File: src/rtl/lsu_pkg.sv
// lsu_pkg -- shared definitions for the load/store unit.
//   * access size encodings (funct3 style)
//   * fault cause codes reported alongside the done pulse
//   * FSM state enum
//   * access_fault(): classifies a request as legal, misaligned or illegal
package lsu_pkg;

  localparam logic [2:0] SZ_B  = 3'b000;
  localparam logic [2:0] SZ_H  = 3'b001;
  localparam logic [2:0] SZ_W  = 3'b010;
  localparam logic [2:0] SZ_BU = 3'b100;
  localparam logic [2:0] SZ_HU = 3'b101;

  localparam logic [1:0] CAUSE_NONE     = 2'b00;
  localparam logic [1:0] CAUSE_MISALIGN = 2'b01;
  localparam logic [1:0] CAUSE_TIMEOUT  = 2'b10;
  localparam logic [1:0] CAUSE_ILLEGAL  = 2'b11;

  typedef enum logic [1:0] {
    ST_IDLE = 2'b00,
    ST_REQ  = 2'b01,
    ST_DONE = 2'b10
  } lsu_state_e;

  // Illegal outranks misaligned: a store of an unsigned size is illegal even
  // when its address would also be misaligned.
  function automatic logic [1:0] access_fault(input logic       rd,
                                              input logic       wr,
                                              input logic [2:0] size,
                                              input logic [1:0] off);
    logic [1:0] cause;
    cause = CAUSE_NONE;
    if (rd && wr) begin
      cause = CAUSE_ILLEGAL;
    end else begin
      case (size)
        SZ_B, SZ_BU: cause = CAUSE_NONE;
        SZ_H, SZ_HU: cause = off[0] ? CAUSE_MISALIGN : CAUSE_NONE;
        SZ_W:        cause = (off != 2'b00) ? CAUSE_MISALIGN : CAUSE_NONE;
        default:     cause = CAUSE_ILLEGAL;
      endcase
      if (wr && size[2]) begin
        cause = CAUSE_ILLEGAL;
      end else begin
        cause = cause;
      end
    end
    return cause;
  endfunction

endpackage

File: src/rtl/lsu_align.sv
// lsu_align -- purely combinational sub-word formatting for the LSU.
// Store side:
//   st_size, st_off, st_data  -> st_wstrb (byte lanes), st_wdata (lane-replicated)
// Load side:
//   ld_size, ld_off, ld_rdata -> ld_value (lane extracted, sign/zero extended)
module lsu_align
  import lsu_pkg::*;
(
  input  logic [2:0]  st_size,
  input  logic [1:0]  st_off,
  input  logic [31:0] st_data,
  output logic [3:0]  st_wstrb,
  output logic [31:0] st_wdata,
  input  logic [2:0]  ld_size,
  input  logic [1:0]  ld_off,
  input  logic [31:0] ld_rdata,
  output logic [31:0] ld_value
);

  logic [7:0]  byte_s;
  logic [15:0] half_s;

  // Store strobes and replicated write data; data is replicated so the memory
  // only has to honour the strobes.
  always_comb begin
    st_wstrb = 4'b0000;
    st_wdata = 32'h0000_0000;
    case (st_size)
      SZ_B: begin
        st_wstrb = 4'b0001 << st_off;
        st_wdata = {4{st_data[7:0]}};
      end
      SZ_H: begin
        st_wstrb = 4'b0011 << {st_off[1], 1'b0};
        st_wdata = {2{st_data[15:0]}};
      end
      SZ_W: begin
        st_wstrb = 4'b1111;
        st_wdata = st_data;
      end
      default: begin
        st_wstrb = 4'b0000;
        st_wdata = 32'h0000_0000;
      end
    endcase
  end

  // Load lane extraction followed by sign or zero extension.
  always_comb begin
    byte_s   = ld_rdata[{ld_off, 3'b000} +: 8];
    half_s   = ld_rdata[{ld_off[1], 4'b0000} +: 16];
    ld_value = 32'h0000_0000;
    case (ld_size)
      SZ_B:    ld_value = {{24{byte_s[7]}}, byte_s};
      SZ_BU:   ld_value = {24'h00_0000, byte_s};
      SZ_H:    ld_value = {{16{half_s[15]}}, half_s};
      SZ_HU:   ld_value = {16'h0000, half_s};
      SZ_W:    ld_value = ld_rdata;
      default: ld_value = 32'h0000_0000;
    endcase
  end

endmodule

File: src/rtl/load_store_unit.sv
// load_store_unit -- sequencing data-memory stage.
// Runs one req/ack memory transaction per load or store, stalling the core
// until the access retires with a one-cycle done pulse.
// Ports:
//   clk, rst                      clock, synchronous active-high reset
//   data_read_en, data_write_en   load / store request from decode
//   data_size, addr, store_data   funct3 size, byte address, rs2 value
//   load_data, stall, done        extended load result, core hold, retire pulse
//   fault, fault_cause            fault flag and cause, valid with done
//   mem_req, mem_we, mem_addr,
//   mem_wstrb, mem_wdata          registered memory request
//   mem_rdata, mem_ack            memory response
module load_store_unit
  import lsu_pkg::*;
#(
  parameter int MAX_WAIT = 255
) (
  input  logic        clk,
  input  logic        rst,
  input  logic        data_read_en,
  input  logic        data_write_en,
  input  logic [2:0]  data_size,
  input  logic [31:0] addr,
  input  logic [31:0] store_data,
  output logic [31:0] load_data,
  output logic        stall,
  output logic        done,
  output logic        fault,
  output logic [1:0]  fault_cause,
  output logic        mem_req,
  output logic        mem_we,
  output logic [31:0] mem_addr,
  output logic [3:0]  mem_wstrb,
  output logic [31:0] mem_wdata,
  input  logic [31:0] mem_rdata,
  input  logic        mem_ack
);

  // Counter value seen in the last REQ cycle before a timeout.
  localparam logic [7:0] WAIT_LAST = 8'(MAX_WAIT - 1);

  lsu_state_e  state_r;
  logic [7:0]  wait_cnt_r;
  logic [2:0]  size_r;
  logic [1:0]  off_r;
  logic        access_s;
  logic [1:0]  req_cause_s;
  logic [3:0]  st_wstrb_s;
  logic [31:0] st_wdata_s;
  logic [31:0] ld_value_s;

  assign access_s    = data_read_en | data_write_en;
  assign req_cause_s = access_fault(data_read_en, data_write_en, data_size, addr[1:0]);

  // Store formatting works on the live request; load extraction uses the
  // size and offset latched at acceptance.
  lsu_align u_align (
    .st_size  (data_size),
    .st_off   (addr[1:0]),
    .st_data  (store_data),
    .st_wstrb (st_wstrb_s),
    .st_wdata (st_wdata_s),
    .ld_size  (size_r),
    .ld_off   (off_r),
    .ld_rdata (mem_rdata),
    .ld_value (ld_value_s)
  );

  // Core hold: only combinational path from the inputs.
  always_comb begin
    stall = 1'b0;
    case (state_r)
      ST_IDLE: stall = access_s;
      ST_REQ:  stall = 1'b1;
      ST_DONE: stall = 1'b0;
      default: stall = 1'b0;
    endcase
  end

  // Transaction FSM with registered memory-side and result outputs.
  always_ff @(posedge clk) begin
    if (rst) begin
      state_r     <= ST_IDLE;
      wait_cnt_r  <= 8'd0;
      size_r      <= 3'b000;
      off_r       <= 2'b00;
      load_data   <= 32'h0000_0000;
      done        <= 1'b0;
      fault       <= 1'b0;
      fault_cause <= CAUSE_NONE;
      mem_req     <= 1'b0;
      mem_we      <= 1'b0;
      mem_addr    <= 32'h0000_0000;
      mem_wstrb   <= 4'b0000;
      mem_wdata   <= 32'h0000_0000;
    end else begin
      case (state_r)
        ST_IDLE: begin
          done        <= 1'b0;
          fault       <= 1'b0;
          fault_cause <= CAUSE_NONE;
          wait_cnt_r  <= 8'd0;
          if (access_s) begin
            if (req_cause_s != CAUSE_NONE) begin
              // Faulty request retires without touching memory.
              state_r     <= ST_DONE;
              done        <= 1'b1;
              fault       <= 1'b1;
              fault_cause <= req_cause_s;
              load_data   <= 32'h0000_0000;
            end else begin
              state_r   <= ST_REQ;
              mem_req   <= 1'b1;
              mem_we    <= data_write_en;
              mem_addr  <= {addr[31:2], 2'b00};
              mem_wstrb <= data_write_en ? st_wstrb_s : 4'b0000;
              mem_wdata <= data_write_en ? st_wdata_s : 32'h0000_0000;
              size_r    <= data_size;
              off_r     <= addr[1:0];
            end
          end
        end
        ST_REQ: begin
          if (mem_ack) begin
            // An ack in the final wait cycle still completes the access.
            state_r     <= ST_DONE;
            mem_req     <= 1'b0;
            done        <= 1'b1;
            fault       <= 1'b0;
            fault_cause <= CAUSE_NONE;
            load_data   <= mem_we ? 32'h0000_0000 : ld_value_s;
            wait_cnt_r  <= 8'd0;
          end else if (wait_cnt_r == WAIT_LAST) begin
            state_r     <= ST_DONE;
            mem_req     <= 1'b0;
            done        <= 1'b1;
            fault       <= 1'b1;
            fault_cause <= CAUSE_TIMEOUT;
            load_data   <= 32'h0000_0000;
            wait_cnt_r  <= 8'd0;
          end else begin
            wait_cnt_r <= wait_cnt_r + 8'd1;
          end
        end
        ST_DONE: begin
          state_r     <= ST_IDLE;
          done        <= 1'b0;
          fault       <= 1'b0;
          fault_cause <= CAUSE_NONE;
        end
        default: begin
          state_r     <= ST_IDLE;
          mem_req     <= 1'b0;
          done        <= 1'b0;
          fault       <= 1'b0;
          fault_cause <= CAUSE_NONE;
        end
      endcase
    end
  end

endmodule
File: config.mk
export PLATFORM = sky130hd
export DESIGN_NAME = load_store_unit
export DESIGN_NICKNAME = d
export VERILOG_FILES = /design/src/rtl/lsu_pkg.sv /design/src/rtl/lsu_align.sv /design/src/rtl/load_store_unit.sv
export SDC_FILE = /design/constraint.sdc
export NUM_CORES = 1
export LEC_CHECK = 0
export ABC_CLOCK_PERIOD_IN_PS = 1700
export CAP_MARGIN = 10
export CORE_MARGIN = 2
export CORE_UTILIZATION = 35
export DETAILED_ROUTE_END_ITERATION = 6
export GPL_TIMING_DRIVEN = 0
export PLACE_DENSITY = 0.69
export SETUP_SLACK_MARGIN = 0.02
export SLEW_MARGIN = 20
export SYNTH_ARGS = -nofsm -noshare
export SYNTH_HDL_FRONTEND = slang
export SYNTH_SLANG_ARGS = --single-unit
File: constraint.sdc
create_clock -name clk -period 1.7 [get_ports clk]
set_input_delay 0.425 -clock clk [delete_from_list [all_inputs] [get_ports clk]]
set_output_delay 0.425 -clock clk [all_outputs]
set_load 0.02 [all_outputs]
==> flow_metrics.py <==
metrics = {
    "run_status": {
        "outcome": "finished with violations",
        "violations": "setup timing",
    },
    "synth": {
        "synthArstFlopShare_pct": 0,
        "synthTopCellsByCount": "119 x dfxtp_1, 71 x a21oi_1, 39 x nand3_1",
        "synth_ff_type": "dfxtp_1",
        "seq_area_frac_synth_pct": 42.97,
        "yosysWarnings": 0,
        "synth_most_common_cell": "dfxtp_1",
        "ys_seq_elements": 119,
        "netlist_area_um2": 5544,
        "synth_edf_count": 0,
        "postSynthAreaPerCell_um2": 9.044,
        "ys_types": 47,
        "synth_cells": 613,
        "synth_area_leaders": "dfxtp_1 43%, a21oi_1 6.4%, a21bo_2 6.0%",
        "synth_top_area_share_pct": 42.97,
        "synth_top_cell_by_area": "dfxtp_1",
    },
    "sta": {
        "worst_pin_slew_ns": 0.7365,
        "grt_setup_unrepaired": "yes",
        "finalWorstSetupSlack_ns": -0.01612,
        "skew_ns": 0.005764,
        "timing.final.crit_share_pct": 100.9,
        "timing.final.crit_period_ns": 1.716,
        "setup_viol": 1,
        "relSlewSlack_pct": 50.79,
        "timing.fmax_mhz": 582.7,
        "slew_viol_final": 0,
        "hold_viol_final": 0,
    },
    "floorplan": {
        "core_area_um2": 15660,
        "start_util_pct": 35.41,
        "io_pins": 211,
        "rows": 46,
        "dieArea_um2": 16860,
        "die_y_um": 129.9,
        "die_x_um": 129.9,
    },
    "place": {
        "dpl.hpwl_um": 13850,
        "pre_cts_slack_ns": -1.133,
        "portBuffers": 208,
        "dpl-instance-area_um2": 7906,
        "place_congestion": 0.8790,
    },
    "layout": {
        "multi_input_area_um2": 3052,
        "final_layout_size_suffix_gt1_share_pct": 20.80,
        "stdcell_area_um2": 8886,
        "ff_latch_area_um2": 2390,
        "n_fill_cell": 1458,
        "nNetsFinal": 964,
        "syn2layout_area_growth_pct": 60.28,
    },
    "clock_network": {
        "htreeDepth": 4,
        "clk_pin_slew_worst_paths_ns": 0.06,
        "numCtsBuffers": 17,
        "clkLatencyLatePin_ns": 0.42,
        "cts_tree": "done",
        "clkSinkCount": 119,
        "cts-root-buf": "clkbuf_16",
        "cts.path.max_buffers": 2,
    },
    "grt": {
        "grt_pass1_vias": 5509,
        "antenna_found_initial": 0,
        "grt_pass1_wl_um": 29260,
        "grt_max_degree": 17,
        "grtUsageTotal_pct": 22.41,
        "overflow": 0,
    },
    "setup_path": {
        "path_common_cell": "buf_6",
        "cp-start-kind": "flip-flop",
        "critPathKind": "reg -> reg",
        "end_kind": "flip-flop",
        "crit_slowest_cell": "dfxtp_2",
        "crit_arrival_ns": 2.04,
        "max_stage_delay_ns": 0.32,
        "cp_max_fo": 9,
        "path_cells": "buf_6 > buf_4 > nor3b_4 > o21a_1 > buf_6 > o21ai_0 > a311oi_1",
        "path_delay_family": "compound AO/OA/AOI/OAI gates",
        "cp.required_ns": 2.02,
        "worst-path-buf-inv": 3,
    },
    "pwr": {
        "peakVddDrop_uv": 760.5,
        "internal_power_mw": 6.094,
        "comb_power_share_pct": 19.6,
        "leakage_nw": 3.714,
        "p_switching_mw": 2.198,
        "swShare_pct": 26.51,
        "powerDensity_nw_per_um2": 933.2,
        "clkPwrFrac_pct": 44.7,
        "p_seq_share_pct": 35.7,
    },
    "routing": {
        "drc": 0,
        "vias": 5799,
        "viasPerCell": 5.335,
        "drtIter0Drc": 300,
        "ant_nets": 0,
        "first_pass_iters": 5,
        "wl_um": 19480,
        "wl_per_cell_um": 17.92,
    },
    "worst_hold_path": {
        "min_path_type": "in -> reg",
    },
    "run": {
        "cap_violations": 0,
    },
}
[area by class of cell]
type / count / share of cell area (%)
multi-input cells: 405 / 34.34
diodes: 1 / 0.02816
clock inverters: 8 / 1.352
clock buffers: 23 / 5.491
flip-flops and latches: 119 / 26.89
repair buffers: 227 / 23.47
inverters: 33 / 1.394
plain buffers: 55 / 3.985
well taps: 216 / 3.041
[cells by family (layout without fill, tap and decap cells)]
| group | count (synthesis) | in the layout | synth area share, % |
|---|---|---|---|
| mux | 13 | 13 | 2.573 |
| flops | 119 | 119 | 42.97 |
| simple gates | 128 | 128 | 12.50 |
| fa+ha+maj | 2 | 2 | 0.4513 |
| compound gates | 260 | 260 | 34.76 |
| other cells | 1 | 3 | 0.06764 |
| buf+inv | 90 | 346 | 6.680 |
[timing repair]
| item | in CTS | in global routing |
|---|---|---|
| endpoints found under the setup margin | 224 | 105 |
| pin swaps | 8 | 9 |
| hold buffers | 0 | 0 |
| gates cloned | 0 | 1 |
| gates resized for setup | 187 | 68 |
| buffers inserted | 7 | 11 |
[cells in the final DEF, fill, tap and decap left out, drive strengths merged, types with 4 or more instances in the layout]
cell / n
a311oi: 7
a21bo: 33
dlygate4sd2: 109
a22o: 26
clkdlybuf4s50: 90
a211oi: 4
nor3: 6
o21ai: 35
nand3: 39
o2bb2ai: 11
nand2: 24
nor2: 14
a221oi: 23
o32ai: 32
mux2i: 12
a21oi: 72
inv: 33
dfxtp: 119
buf: 42
nor2b: 19
nand2b: 12
clkbuf: 59
[power by group through the flow]
stage | logic, mW | registers [mW] | clock network (mW)
6_report | 1.62 | 2.96 | 3.71
5_1_grt | 1.74 | 2.97 | 3.91
4_1_cts | 1.48 | 2.96 | 3.77
3_5_place_dp | 1.48 | 3.02 | 0
3_3_place_gp | 1.48 | 3.01 | 0
2_1_floorplan | 0.678 | 3.12 | 0
[flip-flops by register name, summed over array words and instances (netlist names)]
signal and flops:
load_data 32, mem_wdata 32, mem_addr 30, wait_cnt_r 8, mem_wstrb 4, size_r 3
fault_cause 2, off_r 2, state_r 2, done 1, fault 1, mem_req 1
mem_we 1
[path summary, 6_finish.rpt]
check	start	endpoint	slack, ns	cells after the start
worst max-delay path	state_r[0]$_SDFFE_PP0P_	wait_cnt_r[7]$_SDFFE_PP0P_	-0.02	7
worst max register to register	state_r[0]$_SDFFE_PP0P_	wait_cnt_r[7]$_SDFFE_PP0P_	-0.02	7
worst min register to register	fault_cause[0]$_SDFFE_PP0P_	fault_cause[0]$_SDFFE_PP0P_	0.46	2
worst min-delay path	addr[0]	off_r[0]$_SDFFE_PP0P_	0.36	3
[worst register-to-register path, cell delays in order, from the launching register on]
cell and delay, ns:
dfxtp_2 0.32, buf_6 0.12, buf_4 0.12, nor3b_4 0.26, o21a_1 0.23, buf_6 0.15
o21ai_0 0.12, a311oi_1 0.30
[per-stage QoR]
step | cells | hold WS [ns] | utilization [%] | power, mW | TNS (ns)
global placement | 1038 | 0.4464 | 50.50 | 4.489 | -115.63
finish | 1087 | 0.3588 | 56.76 | 8.293 | -0.01612
floorplan | 614 | 0.4482 | - | 3.800 | 0
global route | 1086 | 0.3692 | 56.75 | 8.627 | -0.07476
detailed placement | 1038 | 0.4487 | 50.50 | 4.492 | -116.05
CTS | 1075 | 0.4539 | 54.88 | 8.207 | -1.266
[per-layer routing]
| layer | vias to the layer above | part of all wire [%] | global-route usage [%] |
|---|---|---|---|
| met3 | 24 | 9.0 | 7.257 |
| li1 | 2799 | - | - |
| met2 | 230 | 47 | 35.97 |
| met4 | 0 | 1.6 | 7.906 |
| met5 | - | 0 | 0 |
| met1 | 2746 | 43 | 28.38 |
Power figures use the tool's default switching activity.
